`config.mk`:
```
export PLATFORM = sky130hd
export DESIGN_NAME = param_seq_multiplier
export DESIGN_NICKNAME = d
export VERILOG_FILES = /design/src/rtl/param_seq_multiplier.sv
export SDC_FILE = /design/constraint.sdc
export NUM_CORES = 1
export LEC_CHECK = 0
export ABC_AREA = 1
export CELL_PAD_IN_SITES_DETAIL_PLACEMENT = 0
export CELL_PAD_IN_SITES_GLOBAL_PLACEMENT = 1
export CORE_MARGIN = 4
export CORE_UTILIZATION = 42
export CTS_CLUSTER_SIZE = 28
export DETAILED_ROUTE_END_ITERATION = 8
export GPL_TIMING_DRIVEN = 0
export PLACE_DENSITY = 0.87
export SETUP_SLACK_MARGIN = 0.2
export SLEW_MARGIN = 25
export SYNTH_ARGS = -nofsm -noshare
export SYNTH_HDL_FRONTEND = slang
export SYNTH_SLANG_ARGS = --single-unit
```
`constraint.sdc`:
```
create_clock -name clk -period 2.1 [get_ports clk]
set_input_delay 0.21 -clock clk [delete_from_list [all_inputs] [get_ports clk]]
set_output_delay 0.21 -clock clk [all_outputs]
set_load 0.01 [all_outputs]
```
`src/rtl/param_seq_multiplier.sv`:
```
// Radix-2 shift-add sequential multiplier, unsigned or two's-complement.
// Operates on operand magnitudes and applies the result sign in FIN.
module param_seq_multiplier #(
  parameter int WIDTH = 4
) (
  input  logic               clk,
  input  logic               rst,
  input  logic               start,
  input  logic               signed_mode,
  input  logic [WIDTH-1:0]   a,
  input  logic [WIDTH-1:0]   b,
  output logic               busy,
  output logic               done,
  output logic [2*WIDTH-1:0] p
);
  localparam int PW = 2*WIDTH;
  localparam int CW = $clog2(WIDTH+1);

  typedef enum logic [1:0] {IDLE, CALC, FIN} state_t;

  state_t            state_q, state_d;
  logic [PW-1:0]     mcand_q, mcand_d;
  logic [WIDTH-1:0]  mplier_q, mplier_d;
  logic [PW-1:0]     acc_q, acc_d;
  logic [CW-1:0]     cnt_q, cnt_d;
  logic              sign_q, sign_d;
  logic [PW-1:0]     p_q, p_d;
  logic              done_q, done_d;
  logic              busy_q, busy_d;

  logic [WIDTH-1:0]  mag_a, mag_b;

  // Negating the most negative value wraps to 2^(WIDTH-1), which is the correct unsigned magnitude.
  always_comb begin
    mag_a = (signed_mode && a[WIDTH-1]) ? (~a + 1'b1) : a;
    mag_b = (signed_mode && b[WIDTH-1]) ? (~b + 1'b1) : b;
  end

  always_comb begin
    state_d  = state_q;
    mcand_d  = mcand_q;
    mplier_d = mplier_q;
    acc_d    = acc_q;
    cnt_d    = cnt_q;
    sign_d   = sign_q;
    p_d      = p_q;
    done_d   = 1'b0;
    case (state_q)
      IDLE: begin
        if (start) begin
          mcand_d  = {{WIDTH{1'b0}}, mag_a};
          mplier_d = mag_b;
          acc_d    = '0;
          cnt_d    = '0;
          sign_d   = signed_mode & (a[WIDTH-1] ^ b[WIDTH-1]);
          state_d  = CALC;
        end
      end
      CALC: begin
        if (mplier_q[0]) acc_d = acc_q + mcand_q;
        mcand_d  = mcand_q << 1;
        mplier_d = mplier_q >> 1;
        cnt_d    = cnt_q + 1'b1;
        if (cnt_q == CW'(WIDTH-1)) state_d = FIN;
      end
      FIN: begin
        p_d     = sign_q ? (~acc_q + 1'b1) : acc_q;
        done_d  = 1'b1;
        state_d = IDLE;
      end
      default: state_d = IDLE;
    endcase
    busy_d = (state_d != IDLE);
  end

  always_ff @(posedge clk or negedge rst) begin
    if (!rst) begin
      state_q  <= IDLE;
      mcand_q  <= '0;
      mplier_q <= '0;
      acc_q    <= '0;
      cnt_q    <= '0;
      sign_q   <= 1'b0;
      p_q      <= '0;
      done_q   <= 1'b0;
      busy_q   <= 1'b0;
    end else begin
      state_q  <= state_d;
      mcand_q  <= mcand_d;
      mplier_q <= mplier_d;
      acc_q    <= acc_d;
      cnt_q    <= cnt_d;
      sign_q   <= sign_d;
      p_q      <= p_d;
      done_q   <= done_d;
      busy_q   <= busy_d;
    end
  end

  assign busy = busy_q;
  assign done = done_q;
  assign p    = p_q;
endmodule

```
==> flow_summary.toml <==
[run_status]
status = "completed"

[clock_network]
cts-root-buf = "clkbuf_8"
h-tree-depth = 2
clk_pin_slew_ps = 80
clock-sinks = 36
insertion_delay_ps = 290
numCtsBuffers = 5
ctsResizeCount = 0
cts_tree = "done"
clockBufferDepth = 2

[yosys]
synth_top_area_frac = 0.460
synthAdderAreaFrac = 0.0869
yosysTopAreaCell = "dfrtp_1"
ys_ff_latch = 36
synth-xor-area-share = 0.0268
yosys.cell_types.count = 28
synth-edff-count = 0
syn-num-nets = 261
netlist_area_um2 = 1960
yosys.area_share.simple = 0.212
ys_warn_count = 0
synth_seq_area_share = 0.460
synth_area_leaders = "dfrtp_1 46%, nand2_1 12%, ha_1 7.7%, inv_1 5.9%, o21ai_0 4.9%"
synth_top_family_by_area = "simple AND/OR/NAND/NOR gates"
synth-compound-area-share = 0.141
ys.flop_type = "dfrtp_1"
synth_common_cells = "60 x nand2_1, 36 x dfrtp_1, 31 x inv_1, 19 x o21ai_0, 16 x nand3_1"
synthMuxAreaShare = 0
synth.most_common_cell = "nand2_1"
syn_inst = 236
avgSynthCellArea_um2 = 8.30
async_flop_share = 1.00

[finish]
seqCellArea_um2 = 901
antennaDiodeCount = 0
fillers = 443
final_util = 0.534
multi_input_area_um2 = 915
area_growth_pct = 21.2
layout.nets = 291
drive_above_1_share = 0.0749

[global_routing]
grt_pass1_vias = 1536
grt_pass1_wl_um = 6890
antenna_found_initial = 0
gr-usage-all-layers = 0.145
grt_max_degree = 20
grt-ovfl-total = 0

[pwr]
powerDensity_nw_per_um2 = 1330
p_leak_nw = 1.19
peakVddDrop_uv = 718

[placement]
dp_hpwl_um = 2980
portBuffers = 21
place_congestion = 0.735

[routing]
vias_per_cell = 4.87
routedWlPerCell_um = 11.9
vias = 1553
drt_iter0_drc = 48
drtAntennaViolNets = 0
post-route-drc-count = 0
drt-total-wl_um = 3790
first_pass_iters = 4

[sta]
finClkSkew_ps = 11.8
worst_slew_pin_slew_ps = 507
fin_setup_tns_ps = 0
hold_viol_final = 0
rsz0062_at_grt = "false"
drv_slew = 0
fmax_ghz = 0.615
fin_crit_sh = 0.774
setup_viol = 0
period_needed_ps = 1630
max_slew_margin = 0.661

[worst_setup_path]
endpoint_kind = "flip-flop"
crit_fanout = 3
path_class = "flip-flop to flip-flop"
rrSetupSlack_ps = 470
worstPathArrival_ps = 1820
cp-start-kind = "flip-flop"
r2r-end = "acc_q[6]"
rr_worst_depth = 8
cp_data_required_time_ps = 2290
r2r-start = "mcand_q[0]"

[floorplanning]
die_area_um2 = 5820
die_height_um = 76.3
die_w_um = 76.3
initial_core_util = 0.441
ios = 22
core_um2 = 4440
num_rows = 24

[run]
drv_cap = 0

[hold_path]
hp-class = "input pin to asynchronous set/reset pin"
-- cell type report --
| cell class | instances | area share |
|---|---|---|
| plain buffers | 1 | 0.00211 |
| repair buffers | 23 | 0.102 |
| clock buffers | 6 | 0.0306 |
| flip-flops and latches | 36 | 0.380 |
| multi-input cells | 163 | 0.385 |
| inverters | 36 | 0.0580 |
| clock inverters | 2 | 0.0148 |
| well taps | 52 | 0.0274 |
-- registers in the layout, summed over array words and instances (netlist names) --
register / cells
acc_q: 8
mcand_q: 8
p: 8
mplier_q: 4
cnt_q: 3
state_q: 2
busy: 1
done: 1
sign_q: 1
-- worst max path at each step --
stage	startpoint	slack [ps]	to
after floorplan	mcand_q[0]	600	acc_q[6]
final	mcand_q[0]	470	acc_q[6]
after global routing	mcand_q[0]	340	acc_q[6]
after detailed placement	start	390	acc_q[4]
after CTS	mcand_q[0]	470	acc_q[6]
after global placement	rst	20	mplier_q[2]
-- cell families after synthesis --
family | count (synthesis)
XOR/XNOR | 6
AO/OA/AOI/OAI | 47
buffers and inverters | 37
flip-flops | 36
AND/OR/NAND/NOR | 97
adder cells (fa/ha/maj) | 13
-- metal layers --
metal / vias up / part of all wire / global-route usage
met4: 0 / 0.0095 / 0.0580
li1: 838 / - / -
met1: 692 / 0.49 / 0.187
met3: 3 / 0.037 / 0.0390
met5: - / 0 / 0
met2: 20 / 0.46 / 0.229
-- worst max-delay path, cell delays in order, from the launching register on --
cell,delay (ps)
dfrtp_1,410
ha_1,250
fa_1,420
nand3_1,90
nand2_1,80
nand2_1,80
nand3_1,60
nand3_1,90
nand2_1,50
-- power by group --
part / switching (mW) / internal (mW)
clock: 0.243 / 0.352
combinational: 0.796 / 0.595
sequential: 0.215 / 0.967
total: 1.25 / 1.91
-- placed cells by master (no fill, tap or decap) --
master and instances:
nand2_1 60, dfrtp_1 36, inv_1 31, clkdlybuf4s50_1 20
o21ai_0 19, nand3_1 16, nor2_1 14, ha_1 12
a21oi_1 8, a22oi_1 5, clkbuf_8 5, inv_2 4
o21ai_1 4, xnor2_1 3, o22ai_1 3, xor2_1 3
nor2_4 2, o211ai_1 2, o31ai_1 2, nand4_1 2
buf_2 2, inv_4 1, nand2_2 1, nand2_4 1
o21ai_2 1, o2bb2ai_1 1, a22o_1 1, nor3_1 1
o221ai_1 1, fa_1 1, clkinv_2 1, bufinv_16 1
clkbuf_1 1, dlygate4sd3_1 1, buf_16 1
-- per-stage QoR --
stage	cells	hold slack [ps]	cell area [um2]	worst slack, ps	total power, mW
2_1_floorplan	236	-85.6	1960	605	2.14
5_1_grt	319	436	2370	345	3.48
3_3_place_gp	309	461	2230	23.3	2.56
6_report	319	399	2370	475	3.17
4_1_cts	319	408	2370	468	3.21
3_5_place_dp	310	190	2260	387	2.60
-- timing repair --
action | CTS | global route
setup buffers | 0 | 0
hold buffers | 1 | 0
endpoints found under the hold margin | 18 | 0
Note: power is estimated with default switching activity, not from simulation.
==> patch 1, RTL diff (same settings) <==
The output `busy` loses its register stage (`busy_q` becomes a continuous assignment).
--- a/src/rtl/param_seq_multiplier.sv
+++ b/src/rtl/param_seq_multiplier.sv
@@ -83,7 +83,6 @@
       sign_q   <= 1'b0;
       p_q      <= '0;
       done_q   <= 1'b0;
-      busy_q   <= 1'b0;
     end else begin
       state_q  <= state_d;
       mcand_q  <= mcand_d;
@@ -93,9 +92,10 @@
       sign_q   <= sign_d;
       p_q      <= p_d;
       done_q   <= done_d;
-      busy_q   <= busy_d;
     end
   end
+
+  assign busy_q = busy_d;
 
   assign busy = busy_q;
   assign done = done_q;
Function: changed (a bounded check fails within 4 cycles, from zero or initial values and one cycle with rst low).
==> patch 1 against the unedited design <==
Sequential cell count fell by 1. Total power fell by 1.1%. Die area fell by 1.2%. Synthesized cell count fell by 0.42%. Utilization fell by 0.062 points. Combinational power rose by 3%. Routed wire length rose by 2.5%. Final area fell by 0.79%. Area after synthesis fell by 1.3%. First-iteration DRC count rose by 38%. Largest power group unchanged. Worst setup slack improved by 1.5 ps. Cell count rose by 0.31%. Highest routed layer unchanged.
==> patch 1: results (changes against the unedited design) <==
Worst skew pair latency -> 290 ps (about the same)
Worst slack at placement -> 375.5 ps (was 387.4 ps)
First drt pass iteration count -> 4 (unchanged)
GPL Wtd Cong -> 0.7297 (was 0.7346)
Drt via density -> 4.953 (was 4.868)
Antenna violations before repair -> 0 (unchanged)
DP HPWL -> 3.029 mm (was 2.978 mm)
Crit path max fanout -> 3 (unchanged)
Nets -> 292 (was 291)
IO buf count -> 21 (unchanged)
Initial DRC count -> 66 (was 48)
Vias in the first global route -> 1518 (was 1536)
Critical Path AT -> 1810 ps
Gate power share -> 45.7% (was 43.9%)
Cts bufs inserted -> 5 (unchanged)
Cell Int Power -> 1.861 mW (was 1.914 mW)
Post-synth top cells -> nand2_1, dfrtp_1, inv_1, o21ai_0, nand3_1 (unchanged)
Clock skew -> 2.449 ps (was 11.77 ps)
Mapped Cells -> 235 (was 236)
Tightest Pin Transition -> 451.7 ps (was 506.9 ps)
Sequential area share after synthesis -> 45.31% (was 46.01%)
Reg-to-reg setup timing slack -> 480 ps (was 470 ps)
Yosys warning count -> 0 (unchanged)
Root Buffer Master -> clkbuf_8 (unchanged)
Largest net degree at the start of global routing -> 27 (was 20)
Status -> finished, final reports clean (unchanged)
Static Leak -> 1.185 nW (was 1.190 nW)
Number of inserted diodes -> 0 (unchanged)
Post-Syn Nets -> 260 (was 261)
Fin cells -> 320 (was 319)
Cell Count Post-Placement -> 309 (was 310)
HP Class -> primary input to asynchronous set/reset pin (unchanged)
Maximum clock rate -> 615.9 MHz (was 615.3 MHz)
Final hold slack -> 304.9 ps (was 399.2 ps)
GRT Total Usage -> 15.62% (was 14.46%)
Largest cells by area after synthesis -> dfrtp_1, nand2_1, ha_1 (unchanged)
Wire per inst -> 12.15 microns (was 11.89 microns)
First-pass GRT wire length -> 6.775 mm (was 6.886 mm)
Post-placement cell area -> 2223 sq um (was 2256 sq um)
Layout cell share with drive strength beyond 1 -> 8.582% (was 7.491%)
Clock Tree Buf Depth -> 2 (unchanged)
Max VDD drop -> 763.7 uV (was 717.9 uV)
==> patch 1: cell families (layout without fill, tap and decap cells) <==
group	Yosys count	after routing	synth area share [%]
compound gates	47	47	14.30
xor+xnor	6	6	2.719
fa+ha+maj	13	13	8.802
buf+inv	37	70	7.378
flops	35	35	45.31
simple gates	97	97	21.49
==> patch 1: layer usage <==
layer  vias up  routed length (microns)  track usage, %  share of wire [%]
li1        834                        -               -                  -
met3         7                      160           3.826                4.1
met2        24                     1885           26.24                 48
met4         0                       50           4.660                1.3
met1       720                     1792           19.80                 46
met5         -                        0               0                  0
==> patch 1: worst max-delay path: stages (launching register included) <==
cell,delay [ps]
dfrtp_1,410
ha_1,240
fa_1,410
nand3_1,90
nand2_1,80
nand2_1,90
nand3_1,60
nand3_1,80
nand2_1,50
==> patch 1: worst paths after layout <==
kind,startpoint,end,depth (start not counted)
worst min-delay path,rst,p[3]$_DFFE_PN0P_,2
worst min register to register,p[5]$_DFFE_PN0P_,p[5]$_DFFE_PN0P_,2
worst max register to register,mcand_q[0]$_DFFE_PN0P_,acc_q[6]$_DFFE_PN0P_,8
min in group clk,p[5]$_DFFE_PN0P_,p[5]$_DFFE_PN0P_,2
worst max-delay path,mcand_q[0]$_DFFE_PN0P_,acc_q[6]$_DFFE_PN0P_,8
max in group asynchronous,rst,state_q[1]$_DFF_PN0_,3
==> patch 1: timing repair <==
action                                 4_1_cts  5_1_grt
resized for setup                            0        1
endpoints found under the hold margin        9        0
buffers inserted                             1        1
pin swaps                                    1        0
hold buffers                                 1        0
setup endpoints to repair                    1        1
==> patch 1: cell type report <==
| type | count | area (sq um) |
|---|---|---|
| Clock buffer | 7 | 96.34 |
| Multi-Input combinational cell | 163 | 914.6 |
| Timing Repair Buffer | 25 | 252.7 |
| Inverter | 36 | 137.6 |
| Sequential cell | 35 | 875.8 |
| Buffer | 1 | 5.005 |
| Clock inverter | 1 | 7.507 |
| Tap cell | 52 | 65.06 |
| Fill cell | 427 | 2059 |
==> patch 1: power by group through the flow <==
| stage | clock network [mW] | registers [mW] | logic, mW |
|---|---|---|---|
| after floorplan | 0 | 1.15 | 0.958 |
| after global placement | 0 | 1.16 | 1.37 |
| after detailed placement | 0 | 1.17 | 1.40 |
| after CTS | 0.561 | 1.16 | 1.43 |
| after global routing | 0.591 | 1.20 | 1.65 |
| final | 0.550 | 1.15 | 1.43 |
==> patch 2, RTL diff (same settings) <==
Made on the original files. Set the parameter `WIDTH` to 2 (it was 4).
--- a/src/rtl/param_seq_multiplier.sv
+++ b/src/rtl/param_seq_multiplier.sv
@@ -1,7 +1,7 @@
 // Radix-2 shift-add sequential multiplier, unsigned or two's-complement.
 // Operates on operand magnitudes and applies the result sign in FIN.
 module param_seq_multiplier #(
-  parameter int WIDTH = 4
+  parameter int WIDTH = 2
 ) (
   input  logic               clk,
   input  logic               rst,
Interface: changed (resized a, b and p); port bits go from 22 to 14. No check against the original RTL was run, so the function may have changed too.
==> patch 2 against the unedited design <==
Final area is 49% lower. Routed wire length is 52% lower. Worst setup slack better by 210 ps. Critical path depth is 7 lower. Sequential power is 43% lower. Non-clock buffer count is 10 lower. Die area is 44% lower. Total power is 50% lower. Sequential cell count is 15 lower. Critical endpoint is now p[1]. Area after synthesis is 49% lower.
==> patch 2: results (changes against the unedited design) <==
Max VDD drop -> 718.2 uV (was 717.9 uV)
Largest net degree at the start of global routing -> 22 (was 20)
Layout cell share with drive strength beyond 1 -> 9.023% (was 7.491%)
Total number of vias -> 758 (was 1553)
Post-synth top cells -> nand2_1, dfrtp_1, inv_1, nand3_1, o21ai_0 (was nand2_1, dfrtp_1, inv_1, o21ai_0, nand3_1)
Clk slew on worst S/H paths -> 120 ps (was 80 ps)
Nets -> 148 (was 291)
Synth Flop Type -> dfrtp_1 (unchanged)
Crit path max fanout -> 2 (was 3)
Grt met2 use -> 23.33% (was 22.93%)
XOR/XNOR Fraction of Synth Area -> 1.746% (was 2.684%)
Netlist cell types -> 18 (was 28)
Root Buffer Master -> clkbuf_4 (was clkbuf_8)
Worst slack at placement -> 687.3 ps (was 387.4 ps)
Top delay family on crit path -> buffers and inverters (was adder cells)
First-pass GRT wire length -> 3.436 mm (was 6.886 mm)
DP HPWL -> 1.435 mm (was 2.978 mm)
Final wirelength -> 1.817 mm (was 3.793 mm)
Met1 wire length -> 803 microns (was 1.860 mm)
Clock skew -> 4.073 ps (was 11.77 ps)
Antenna violations before repair -> 0 (unchanged)
Most common cell after layout, fill and taps aside -> nand2_1 (unchanged)
Initial DRC count -> 6 (was 48)
Slowest CP cell -> clkdlybuf4s50_1 (was fa_1)
Status -> finished, final reports clean (unchanged)
First drt pass iteration count -> 4 (unchanged)
Synth Area in Adders -> 8.229% (was 8.690%)
IO buf count -> 13 (was 21)
Critical Path AT -> 1200 ps (was 1820 ps)
Number of inserted diodes -> 0 (unchanged)
Post-Syn Nets -> 129 (was 261)
Slew headroom -> 68.58% (was 66.08%)
GRT Total Usage -> 13.42% (was 14.46%)
CTS H-Tree Depth -> 1 (was 2)
Met2 wire length -> 920 microns (was 1.755 mm)
Vias in the first global route -> 801 (was 1536)
Syn_area_per_cell -> 8.726 sq um (was 8.297 sq um)
Fin cells -> 161 (was 319)
Fill cells -> 217 (was 443)
Post-placement cell area -> 1169 sq um (was 2256 sq um)
Worst skew pair latency -> 300 ps
GPL Wtd Cong -> 0.8023 (was 0.7346)
Synth Area in Compound Gates -> 8.603% (was 14.12%)
Met3 WL -> 76 microns (was 141 microns)
Cts bufs inserted -> 3 (was 5)
Sequential area share after synthesis -> 52.37% (was 46.01%)
Max stage delay on crit path -> 530 ps (was 420 ps)
Static Leak -> 0.6114 nW (was 1.190 nW)
Met3 layer usage reported by global route -> 2.299% (was 3.901%)
Clock Tree Buf Depth -> 2 (unchanged)
Largest cells by area after synthesis -> dfrtp_1, nand2_1, ha_1 (unchanged)
Met1 usage -> 15.95% (was 18.71%)
## patch 2: cell types whose count changed in the layout (fill, tap and decap cells not counted), sizes merged, moves of 3 or more
cell and delta:
ha -7, nor2 -10, nand3 -5, nand2 -28, a21oi -7, clkdlybuf4s50 -8
clkbuf -3, o21ai -13, dfrtp -15, inv -18, a22oi -5
## patch 2: layout make-up
cell class,instances,area [sq um],area share (%)
clock buffer,3,22.52,1.875
clock inverter,1,5.005,0.4167
inverter,18,67.56,5.625
multi-input combinational,76,410.4,34.17
sequential,21,525.5,43.75
tap,28,35.03,2.917
timing repair buffer,14,135.1,11.25
## patch 2: worst paths after layout
check                                  startpoint                endpoint  slack (ps)  cells past startpoint
setup / recovery                 p[1]$_DFFE_PN0P_                    p[1]         690                      1
hold / removal                                rst        p[1]$_DFFE_PN0P_         380                      2
setup reg to reg           mcand_q[0]$_DFFE_PN0P_    acc_q[2]$_DFFE_PN0P_         700                      4
hold reg to reg                  p[3]$_DFFE_PN0P_        p[3]$_DFFE_PN0P_         490                      2
max in group asynchronous                     rst    state_q[1]$_DFF_PN0_        1400                      2
min in group clk                             a[0]  mcand_q[0]$_DFFE_PN0P_         460                      3
## patch 2: cells by family (layout without fill, tap and decap cells)
| kind of cell | after synthesis | after routing |
|---|---|---|
| and+or+nand+nor | 52 | 52 |
| xor gates and xnor gates | 2 | 2 |
| buffers and inverters | 18 | 36 |
| AOI/OAI and AO/OA | 16 | 16 |
| adders and majority gates | 6 | 6 |
| DFF | 21 | 21 |
## patch 2: timing repair
action	CTS	global route
hold buffers	0	1
buffers inserted	0	0
hold endpoints to repair	0	21
## patch 2: power by group
part           leakage, nW  internal [mW]  switching [mW]
combinational        0.319          0.292           0.410
sequential           0.275          0.572           0.106
clock               0.0177         0.0710           0.122
total                0.611          0.934           0.637
